`src/rtl/alu_secuencial_if.sv`:
```
// Command/result bus for alu_secuencial.
// master: drives in_valid, A, B, s, out_ready; observes in_ready and the result/flags.
// slave:  the ALU side, mirror image of master.
interface alu_secuencial_if #(
    parameter int N = 4
);
    logic         in_valid;
    logic         in_ready;
    logic [N-1:0] A;
    logic [N-1:0] B;
    logic [2:0]   s;
    logic         out_valid;
    logic         out_ready;
    logic [N-1:0] out;
    logic         cout;
    logic         zero;
    logic         neg;
    logic         ovf;
    logic         busy;

    modport master (
        output in_valid, A, B, s, out_ready,
        input  in_ready, out_valid, out, cout, zero, neg, ovf, busy
    );

    modport slave (
        input  in_valid, A, B, s, out_ready,
        output in_ready, out_valid, out, cout, zero, neg, ovf, busy
    );
endinterface

```
`src/rtl/alu_secuencial.sv`:
```
// Sequential ALU with valid/ready command and result handshakes.
// Add/sub/AND/XOR finish at the acceptance edge; shifts and rotates step one bit per cycle.
// Ports:
//   clk  - rising-edge clock
//   rst  - asynchronous active-high reset
//   bus  - alu_secuencial_if.slave: in_valid/in_ready/A/B/s command side,
//          out_valid/out_ready/out/cout/zero/neg/ovf result side, busy status
module alu_secuencial #(
    parameter int N = 4
) (
    input logic             clk,
    input logic             rst,
    alu_secuencial_if.slave bus
);
    localparam int CW = $clog2(N + 1);

    localparam logic [1:0] IDLE  = 2'd0;
    localparam logic [1:0] SHIFT = 2'd1;
    localparam logic [1:0] DONE  = 2'd2;

    localparam logic [2:0] OP_ADD = 3'b000;
    localparam logic [2:0] OP_SUB = 3'b001;
    localparam logic [2:0] OP_ASR = 3'b010;
    localparam logic [2:0] OP_SHL = 3'b011;
    localparam logic [2:0] OP_ROL = 3'b100;
    localparam logic [2:0] OP_ROR = 3'b101;
    localparam logic [2:0] OP_AND = 3'b110;
    localparam logic [2:0] OP_XOR = 3'b111;

    // The value N held in N+1 bits, for clamping and modulo of the shift amount.
    localparam logic [N:0] N_EXT = (N + 1)'(N);

    logic [1:0]    state_q, state_d;
    logic [N-1:0]  out_q, out_d;
    logic          cout_q, cout_d;
    logic          zero_q, zero_d;
    logic          neg_q, neg_d;
    logic          ovf_q, ovf_d;
    logic [CW-1:0] cnt_q, cnt_d;
    logic [2:0]    op_q, op_d;

    logic          accept;
    logic          upd;
    logic [N:0]    b_ext;
    logic [N:0]    sum;
    logic [N:0]    diff;
    logic [N:0]    rot_mod;
    logic [CW-1:0] cnt_load;

    assign bus.in_ready  = (state_q == IDLE);
    assign bus.busy      = (state_q != IDLE);
    assign bus.out_valid = (state_q == DONE);
    assign bus.out       = out_q;
    assign bus.cout      = cout_q;
    assign bus.zero      = zero_q;
    assign bus.neg       = neg_q;
    assign bus.ovf       = ovf_q;

    assign accept = bus.in_valid && (state_q == IDLE);

    always_comb begin
        b_ext   = {1'b0, bus.B};
        sum     = {1'b0, bus.A} + b_ext;
        diff    = {1'b0, bus.A} - b_ext;
        rot_mod = b_ext % N_EXT;
        if (bus.s == OP_ROL || bus.s == OP_ROR) begin
            cnt_load = rot_mod[CW-1:0];
        end else if (b_ext >= N_EXT) begin
            // Shifting by N already yields the saturated result.
            cnt_load = N_EXT[CW-1:0];
        end else begin
            cnt_load = b_ext[CW-1:0];
        end
    end

    always_comb begin
        state_d = state_q;
        out_d   = out_q;
        cout_d  = cout_q;
        ovf_d   = ovf_q;
        cnt_d   = cnt_q;
        op_d    = op_q;
        upd     = 1'b0;

        unique case (state_q)
            IDLE: begin
                if (accept) begin
                    op_d    = bus.s;
                    cout_d  = 1'b0;
                    ovf_d   = 1'b0;
                    upd     = 1'b1;
                    state_d = DONE;
                    case (bus.s)
                        OP_ADD: begin
                            out_d  = sum[N-1:0];
                            cout_d = sum[N];
                            ovf_d  = (bus.A[N-1] == bus.B[N-1]) && (sum[N-1] != bus.A[N-1]);
                        end
                        OP_SUB: begin
                            out_d  = diff[N-1:0];
                            cout_d = ~diff[N]; // high when no borrow
                            ovf_d  = (bus.A[N-1] != bus.B[N-1]) && (diff[N-1] != bus.A[N-1]);
                        end
                        OP_AND: out_d = bus.A & bus.B;
                        OP_XOR: out_d = bus.A ^ bus.B;
                        default: begin
                            out_d = bus.A;
                            cnt_d = cnt_load;
                            if (cnt_load != '0) begin
                                state_d = SHIFT;
                            end
                        end
                    endcase
                end
            end
            SHIFT: begin
                upd   = 1'b1;
                cnt_d = cnt_q - 1'b1;
                case (op_q)
                    OP_ASR: begin
                        out_d  = {out_q[N-1], out_q[N-1:1]};
                        cout_d = out_q[0];
                    end
                    OP_SHL: begin
                        out_d  = {out_q[N-2:0], 1'b0};
                        cout_d = out_q[N-1];
                    end
                    OP_ROL: begin
                        out_d  = {out_q[N-2:0], out_q[N-1]};
                        cout_d = out_q[N-1];
                    end
                    default: begin
                        out_d  = {out_q[0], out_q[N-1:1]};
                        cout_d = out_q[0];
                    end
                endcase
                if (cnt_q == CW'(1)) begin
                    state_d = DONE;
                end
            end
            DONE: begin
                if (bus.out_ready) begin
                    state_d = IDLE;
                end
            end
            default: state_d = IDLE;
        endcase

        // Flags only move with out, so they stay 0 after reset until a result is written.
        zero_d = upd ? (out_d == '0) : zero_q;
        neg_d  = upd ? out_d[N-1] : neg_q;
    end

    always_ff @(posedge clk or posedge rst) begin
        if (rst) begin
            state_q <= IDLE;
            out_q   <= '0;
            cout_q  <= 1'b0;
            zero_q  <= 1'b0;
            neg_q   <= 1'b0;
            ovf_q   <= 1'b0;
            cnt_q   <= '0;
            op_q    <= '0;
        end else begin
            state_q <= state_d;
            out_q   <= out_d;
            cout_q  <= cout_d;
            zero_q  <= zero_d;
            neg_q   <= neg_d;
            ovf_q   <= ovf_d;
            cnt_q   <= cnt_d;
            op_q    <= op_d;
        end
    end
endmodule

```
`src/flat_wrapper.sv`:
```
// flat-port wrapper written by rule: the top's interface ports become plain ports
module alu_secuencial_flat 
#(
    parameter int N = 4
)
  (clk, rst, bus_in_valid, bus_A, bus_B, bus_s, bus_out_ready, bus_in_ready, bus_out_valid, bus_out, bus_cout, bus_zero, bus_neg, bus_ovf, bus_busy);
  alu_secuencial_if #(.N(N)) bus_i ();
  input logic clk;
  input logic rst;
  input wire logic [$bits(bus_i.in_valid)-1:0] bus_in_valid;
  input wire logic [$bits(bus_i.A)-1:0] bus_A;
  input wire logic [$bits(bus_i.B)-1:0] bus_B;
  input wire logic [$bits(bus_i.s)-1:0] bus_s;
  input wire logic [$bits(bus_i.out_ready)-1:0] bus_out_ready;
  output wire logic [$bits(bus_i.in_ready)-1:0] bus_in_ready;
  output wire logic [$bits(bus_i.out_valid)-1:0] bus_out_valid;
  output wire logic [$bits(bus_i.out)-1:0] bus_out;
  output wire logic [$bits(bus_i.cout)-1:0] bus_cout;
  output wire logic [$bits(bus_i.zero)-1:0] bus_zero;
  output wire logic [$bits(bus_i.neg)-1:0] bus_neg;
  output wire logic [$bits(bus_i.ovf)-1:0] bus_ovf;
  output wire logic [$bits(bus_i.busy)-1:0] bus_busy;
  assign bus_i.in_valid = bus_in_valid;
  assign bus_i.A = bus_A;
  assign bus_i.B = bus_B;
  assign bus_i.s = bus_s;
  assign bus_i.out_ready = bus_out_ready;
  assign bus_in_ready = bus_i.in_ready;
  assign bus_out_valid = bus_i.out_valid;
  assign bus_out = bus_i.out;
  assign bus_cout = bus_i.cout;
  assign bus_zero = bus_i.zero;
  assign bus_neg = bus_i.neg;
  assign bus_ovf = bus_i.ovf;
  assign bus_busy = bus_i.busy;
  alu_secuencial #(.N(N)) u_core (.clk(clk), .rst(rst), .bus(bus_i));
endmodule
```
`config.mk`:
```
export PLATFORM = sky130hd
export DESIGN_NAME = alu_secuencial_flat
export DESIGN_NICKNAME = d
export VERILOG_FILES = /design/src/rtl/alu_secuencial_if.sv /design/src/rtl/alu_secuencial.sv /design/src/flat_wrapper.sv
export SDC_FILE = /design/constraint.sdc
export NUM_CORES = 1
export LEC_CHECK = 0
export ABC_AREA = 0
export BUFFER_PORTS_ARGS = -buffer_cell sky130_fd_sc_hd__buf_4
export CORE_MARGIN = 4
export CORE_UTILIZATION = 45
export DETAILED_ROUTE_END_ITERATION = 8
export MAX_ROUTING_LAYER = met4
export PLACE_DENSITY = 0.66
export SLEW_MARGIN = 20
export SYNTH_ARGS = -nofsm -noshare
export SYNTH_HDL_FRONTEND = slang
export SYNTH_SLANG_ARGS = --single-unit
```
`constraint.sdc`:
```
create_clock -name clk -period 3.5 [get_ports clk]
set_input_delay 0 -clock clk [delete_from_list [all_inputs] [get_ports clk]]
set_output_delay 0 -clock clk [all_outputs]
set_load 0.01 [all_outputs]
```
==> results_dict.tcl, run 1 <==
set metrics [dict create \
    synth_top_family_by_area "simple AND/OR/NAND/NOR gates" \
    relSlewSlack 0.489 \
    cts_root_buf "clkbuf_4" \
    ys_top_cells_by_area "dfrtp_1 26%, ha_1 8.1%, nand2_1 6.3%, a21oi_1 4.2%, buf_6 3.7%" \
    seq_area_sq_um 400 \
    netlist_area_sq_mm 0.00154 \
    drt_iter0_drc 171 \
    grt_setup_unrepaired "no" \
    hold_viol_final 0 \
    timing.max_cap.violations 0 \
    synth_simple_gate_area_frac 0.255 \
    async_reset_ff_frac 1.00 \
    clock_path_buffers 2 \
    cp-end-kind "register" \
    holdWs_ns 0.00769 \
    synth.distinct_cells 53 \
    synthXorXnorAreaFrac 0.0171 \
    initial_core_util 0.488 \
    cts_buffers 3 \
    port_buffers 25 \
    grt_pass1_vias 1385 \
    path_clk_slew_ns 0.11 \
    powerDensity_mw_per_mm2 663 \
    die_x_um 66.5 \
    irDropWorstVdd_uv 428 \
    drt.antenna.violating_nets 0 \
    clock-sinks 16 \
    cts_setup_buffers 0 \
    cp.arrival_ns 2.26 \
    finalCritPeriodShare 0.592 \
    vias_per_cell 5.76 \
    syn_to_final_growth_pct 14.4 \
    crit_start "u_core.state_q[1]" \
    holdCritStartpoint "bus_out_ready" \
    required_ns 3.68 \
    wirelength_um 3850 \
    dp_cells 248 \
    p_sw_uw 535 \
    yosysTopAreaCell "dfrtp_1" \
    fin_setup_tns_ns 0 \
    setup_viol 0 \
    drive_gt1_frac 0.200 \
    drc_errors 0 \
    synth-seq-cells 16 \
    worstReg2RegStart "u_core.state_q[1]" \
    p_int_uw 631 \
    skew_ns 0.00781 \
    wl_per_cell_um 15.2 \
    multiInputGateArea_sq_mm 0.00100 \
    worst_pin_slew_ns 0.764 \
    dp_hpwl_um 2950 \
    swShare 0.459 \
    die-area_sq_mm 0.00442 \
    critPathMaxFanout 11 \
    diodes 0 \
    synth_fa_ha_area_frac 0.107 \
    final_core_util 0.558 \
    worstSetupPathType "reg -> reg" \
    synthMuxAreaShare 0.0269 \
    io_pins 26 \
    slew_violations 0 \
    power.leakage_uw 0.000806 \
    cp-start-kind "register" \
    firstDrtPassIters 4 \
    rrSetupSlack_ns 1.43 \
    seq_power_share 0.343 \
    postCtsResizedCells 0 \
    clock_power_share 0.109 \
    num_rows 20 \
    grt_max_degree 17 \
    synth.avg_cell_area_sq_um 8.18 \
    syn-num-nets 215 \
    globalplace.congestion 0.987 \
    antenna_found_initial 0 \
    max_freq_ghz 0.482 \
    grt_use_total 0.205 \
    fin_cells 254 \
    dp_slack_ns 1.41 \
    fp.dieH_um 66.5 \
    synth_compound_area_frac 0.247 \
    hold_class "in -> reg" \
    synth-main-ff-cell "dfrtp_1" \
    grt.overflow.total 0 \
    fillCellCount 328 \
    worst_slack_ns 1.43 \
    synth_seq_area_share 0.260 \
    synth_top_area_frac 0.260 \
    p_comb_frac 0.548 \
    yosysWarnings 0 \
    status "completed" \
    syn_inst 188 \
    worstSkewPairLatency_ns 0.29 \
    fin_nets 238 \
    min_period_ns 2.07 \
    htree_levels 1 \
    core_sq_mm 0.00315 \
    cts_tree "yes" \
    synth_edf_count 0 \
    postCtsHoldBufs 2 \
    grt_pass1_wl_um 6880 \
    vias 1463 \
]
-- worst max-delay path, cell delays in order, from the launching register on --
cell     delay [ns]
dfrtp_1        0.50
nor3b_1        0.67
o21ai_0        0.19
a31oi_1        0.26
a32oi_2        0.17
nand2_1        0.11
o31ai_2        0.06
-- placed cells by master, fill, tap and decap left out, types with 4 or more instances in the layout --
cell type and instances:
nand2_1 26, buf_4 25, dfrtp_1 16, nor2_1 15, inv_1 14, a21oi_1 13
o21ai_0 11, ha_1 10, nand2b_1 5, nor2b_1 5, a31oi_1 5, nor3_1 4
o221ai_1 4
-- layout make-up --
type / count / share of cell area
timing repair buffer: 27 / 0.118
inverter: 15 / 0.0320
multi-input combinational: 148 / 0.570
clock buffer: 4 / 0.0206
tap: 44 / 0.0313
sequential: 16 / 0.228
-- power groups by stage --
stage | clock [uW] | combinational (uW) | sequential [uW]
floorplan | 0 | 482 | 365
global placement | 0 | 626 | 399
detailed placement | 0 | 633 | 403
CTS | 130 | 640 | 398
global route | 141 | 725 | 421
finish | 128 | 638 | 400
-- cells by family (layout without fill, tap and decap cells) --
family	Yosys count	count (layout)
AOI/OAI and AO/OA	55	55
xor gates and xnor gates	3	3
adders and majority gates	12	12
buffers and inverters	24	46
DFF	16	16
muxes	4	4
and+or+nand+nor	74	74
-- sequential cells by signal (all words and copies together), names as in the netlist --
signal / cells
u_core.bus.ovf: 1
u_core.op_q: 3
u_core.bus.neg: 1
u_core.bus.zero: 1
u_core.bus.cout: 1
u_core.cnt_q: 3
u_core.state_q: 2
u_core.bus.out: 4
-- metrics by stage --
step / cell area (sq um) / total power, uW
global route: 1760 / 1290
floorplan: 1540 / 847
detailed placement: 1700 / 1040
global placement: 1700 / 1030
CTS: 1760 / 1170
finish: 1760 / 1170
-- worst paths after layout --
check                               endpoint  depth (start not counted)
setup reg to reg             u_core.bus.zero                          6
setup / recovery             u_core.bus.zero                          6
min in group asynchronous     u_core.bus.neg                          3
hold / removal             u_core.state_q[1]                          3
hold reg to reg               u_core.bus.ovf                          2
max in group asynchronous     u_core.op_q[1]                          3
-- per-layer routing --
metal  up-vias  GRT usage  share of wire
met5         -          -              0
met4         0     0.0457         0.0052
met3         2     0.0371          0.040
met2        38      0.316           0.49
met1       703      0.281           0.46
li1        720          -              -
-- Yosys cell counts, types with 2 or more instances --
library cell and instances:
a211oi_1 2, nand2_1 26, o22ai_1 3, nor3b_1 3, nor2b_1 5, xnor2_1 3
a21oi_1 13, buf_6 5, nand3b_1 2, nand2b_1 5, dfrtp_1 16, o211ai_1 2
o21ai_0 11, o221ai_1 4, nor4_1 3, inv_1 14, fa_1 2, nor2_1 15
nor3_1 4, mux2i_1 3, buf_2 2, ha_1 10, a31oi_1 5
(Power assumes the default switching activity.)
==> run 2, diff against run 1 <==
==> constraint.sdc (replaced) <==
create_clock -name clk -period 2.1 [get_ports clk]
set_input_delay 0 -clock clk [delete_from_list [all_inputs] [get_ports clk]]
set_output_delay 0 -clock clk [all_outputs]
set_load 0.01 [all_outputs]
==> run 2 against run 1 <==
Worst setup slack worse by 1.2 ns. Cell count is 1.2% higher. Power is 69% higher. Non-clock buffer count is 3 higher. Largest cell class unchanged. Sequential power is 63% higher. Core utilization is 0.83 points higher. Design area is 1.5% higher. Critical endpoint unchanged. Critical path depth stayed put. Register-to-register slack worse by 1.2 ns. Wire length is 1.7% lower.
==> results_dict.tcl, run 2 (synthesis gave the netlist of run 1 again) <==
set metrics [dict create \
    max_freq_ghz 0.533 \
    clock_path_buffers 2 \
    cp-start-kind "register" \
    globalplace.congestion 0.915 \
    diodes 0 \
    path_clk_slew_ns 0.09 \
    drt_iter0_drc 127 \
    fillCellCount 314 \
    grt_pass1_wl_um 6760 \
    io_pins 26 \
    grt_use_met3 0.0270 \
    num_rows 20 \
    fp.dieH_um 66.5 \
    grt_use_total 0.200 \
    worst_slack_ns 0.225 \
    largest_reg_flops 4 \
    grtUsageMet1 0.269 \
    worst_pin_slew_ns 0.634 \
    cp.arrival_ns 2.04 \
    syn_to_final_growth_pct 16.1 \
    initial_core_util 0.488 \
    cts_root_buf "clkbuf_4" \
    wirelength_um 3780 \
    layout_commonest_cell "buf_4" \
    min_period_ns 1.87 \
    grt_pass1_vias 1432 \
    timing.max_cap.violations 0 \
    rrSetupSlack_ns 0.23 \
    vias_per_cell 5.75 \
    firstDrtPassIters 4 \
    holdWs_ns 0.0199 \
    vias 1479 \
    wl_per_cell_um 14.7 \
    grt.busiest_layer "met2" \
    cp-end-kind "register" \
    worstSkewPairLatency_ns 0.29 \
    fin_nets 241 \
    mostFrequentLayoutCells "28 x buf_4, 26 x nand2_1, 15 x dfrtp_1" \
    cts_tree "yes" \
    htree_levels 1 \
    skew_ns 0.00914 \
    relSlewSlack 0.577 \
    slew_violations 0 \
    required_ns 2.26 \
    finalCritPeriodShare 0.893 \
    power.leakage_uw 0.000820 \
    grt_use_met2 0.326 \
    grt.overflow.total 0 \
    cts_setup_buffers 0 \
    hold_class "in -> reg" \
    hold_viol_final 0 \
    port_buffers 25 \
    clock-sinks 16 \
    irDropWorstVdd_uv 708 \
    drc_errors 0 \
    antenna_found_initial 0 \
    fin_setup_tns_ns 0 \
    critPathMaxFanout 8 \
    grt_setup_unrepaired "no" \
    grt_max_degree 17 \
    cts_buffers 3 \
    core_sq_mm 0.00315 \
    drt.antenna.violating_nets 0 \
    dp_slack_ns 0.0473 \
    drive_gt1_frac 0.221 \
    status "completed" \
    die-area_sq_mm 0.00442 \
    die_x_um 66.5 \
    setup_viol 0 \
    worstSetupPathType "reg -> reg" \
    powerDensity_mw_per_mm2 1100 \
    dp_hpwl_um 3000 \
]
-- run 2: cell types whose count changed in the layout (fill, tap and decap cells not counted), sizes merged --
cell	change
buf	+3
-- run 2: timing repair --
| item | 4_1_cts | 5_1_grt |
|---|---|---|
| hold buffers | 2 | 0 |
| hold endpoints to repair | 17 | 0 |
| gates resized for setup | 0 | 2 |
| endpoints found under the setup margin | 0 | 1 |
-- run 2: metal layers --
layer | vias up | share of wire | routed length [um]
li1 | 723 | - | -
met1 | 710 | 0.46 | 1730
met2 | 44 | 0.50 | 1880
met3 | 2 | 0.042 | 158
met4 | 0 | 0.0034 | 13
met5 | - | 0 | 0
-- run 2: worst max-delay path: stages, from the launching register on --
cell and delay, ns:
dfrtp_1 0.50, nor2b_1 0.44, o41ai_1 0.17, nor3_1 0.21, o21ai_0 0.17, o2111ai_1 0.18, o31ai_2 0.10
-- run 2: metrics by stage --
stage,util,std cells,instance area (sq um),total power [uW]
2_1_floorplan,-,188,1540,1410
3_3_place_gp,0.547,251,1730,1730
3_5_place_dp,0.547,251,1730,1760
4_1_cts,0.565,257,1780,1980
5_1_grt,0.566,257,1790,2170
6_report,0.566,257,1790,1970
-- run 2: cell type report --
class,instances,area (sq um),share of cell area
Clock buffer,4,36.3,0.0203
Inverter,15,56.3,0.0315
Multi-Input combinational cell,148,1010,0.563
Sequential cell,16,402,0.225
Tap cell,44,55.1,0.0308
Timing Repair Buffer,30,230,0.129
-- run 2: final timing paths --
check	startpoint	endpoint	cells after the start
min in group asynchronous	rst	u_core.cnt_q[1]	3
max in group asynchronous	rst	u_core.op_q[2]	3
hold reg to reg	u_core.bus.ovf	u_core.bus.ovf	2
setup / recovery	u_core.state_q[0]	u_core.bus.zero	6
setup reg to reg	u_core.state_q[0]	u_core.bus.zero	6
hold / removal	bus_out_ready	u_core.state_q[1]	3
-- run 2: where the power goes --
group          internal, uW  switching, uW  leakage [uW]  total [uW]
Clock                   105            100     0.0000210         206
Sequential              453            199      0.000196         652
Combinational           519            592      0.000604        1110
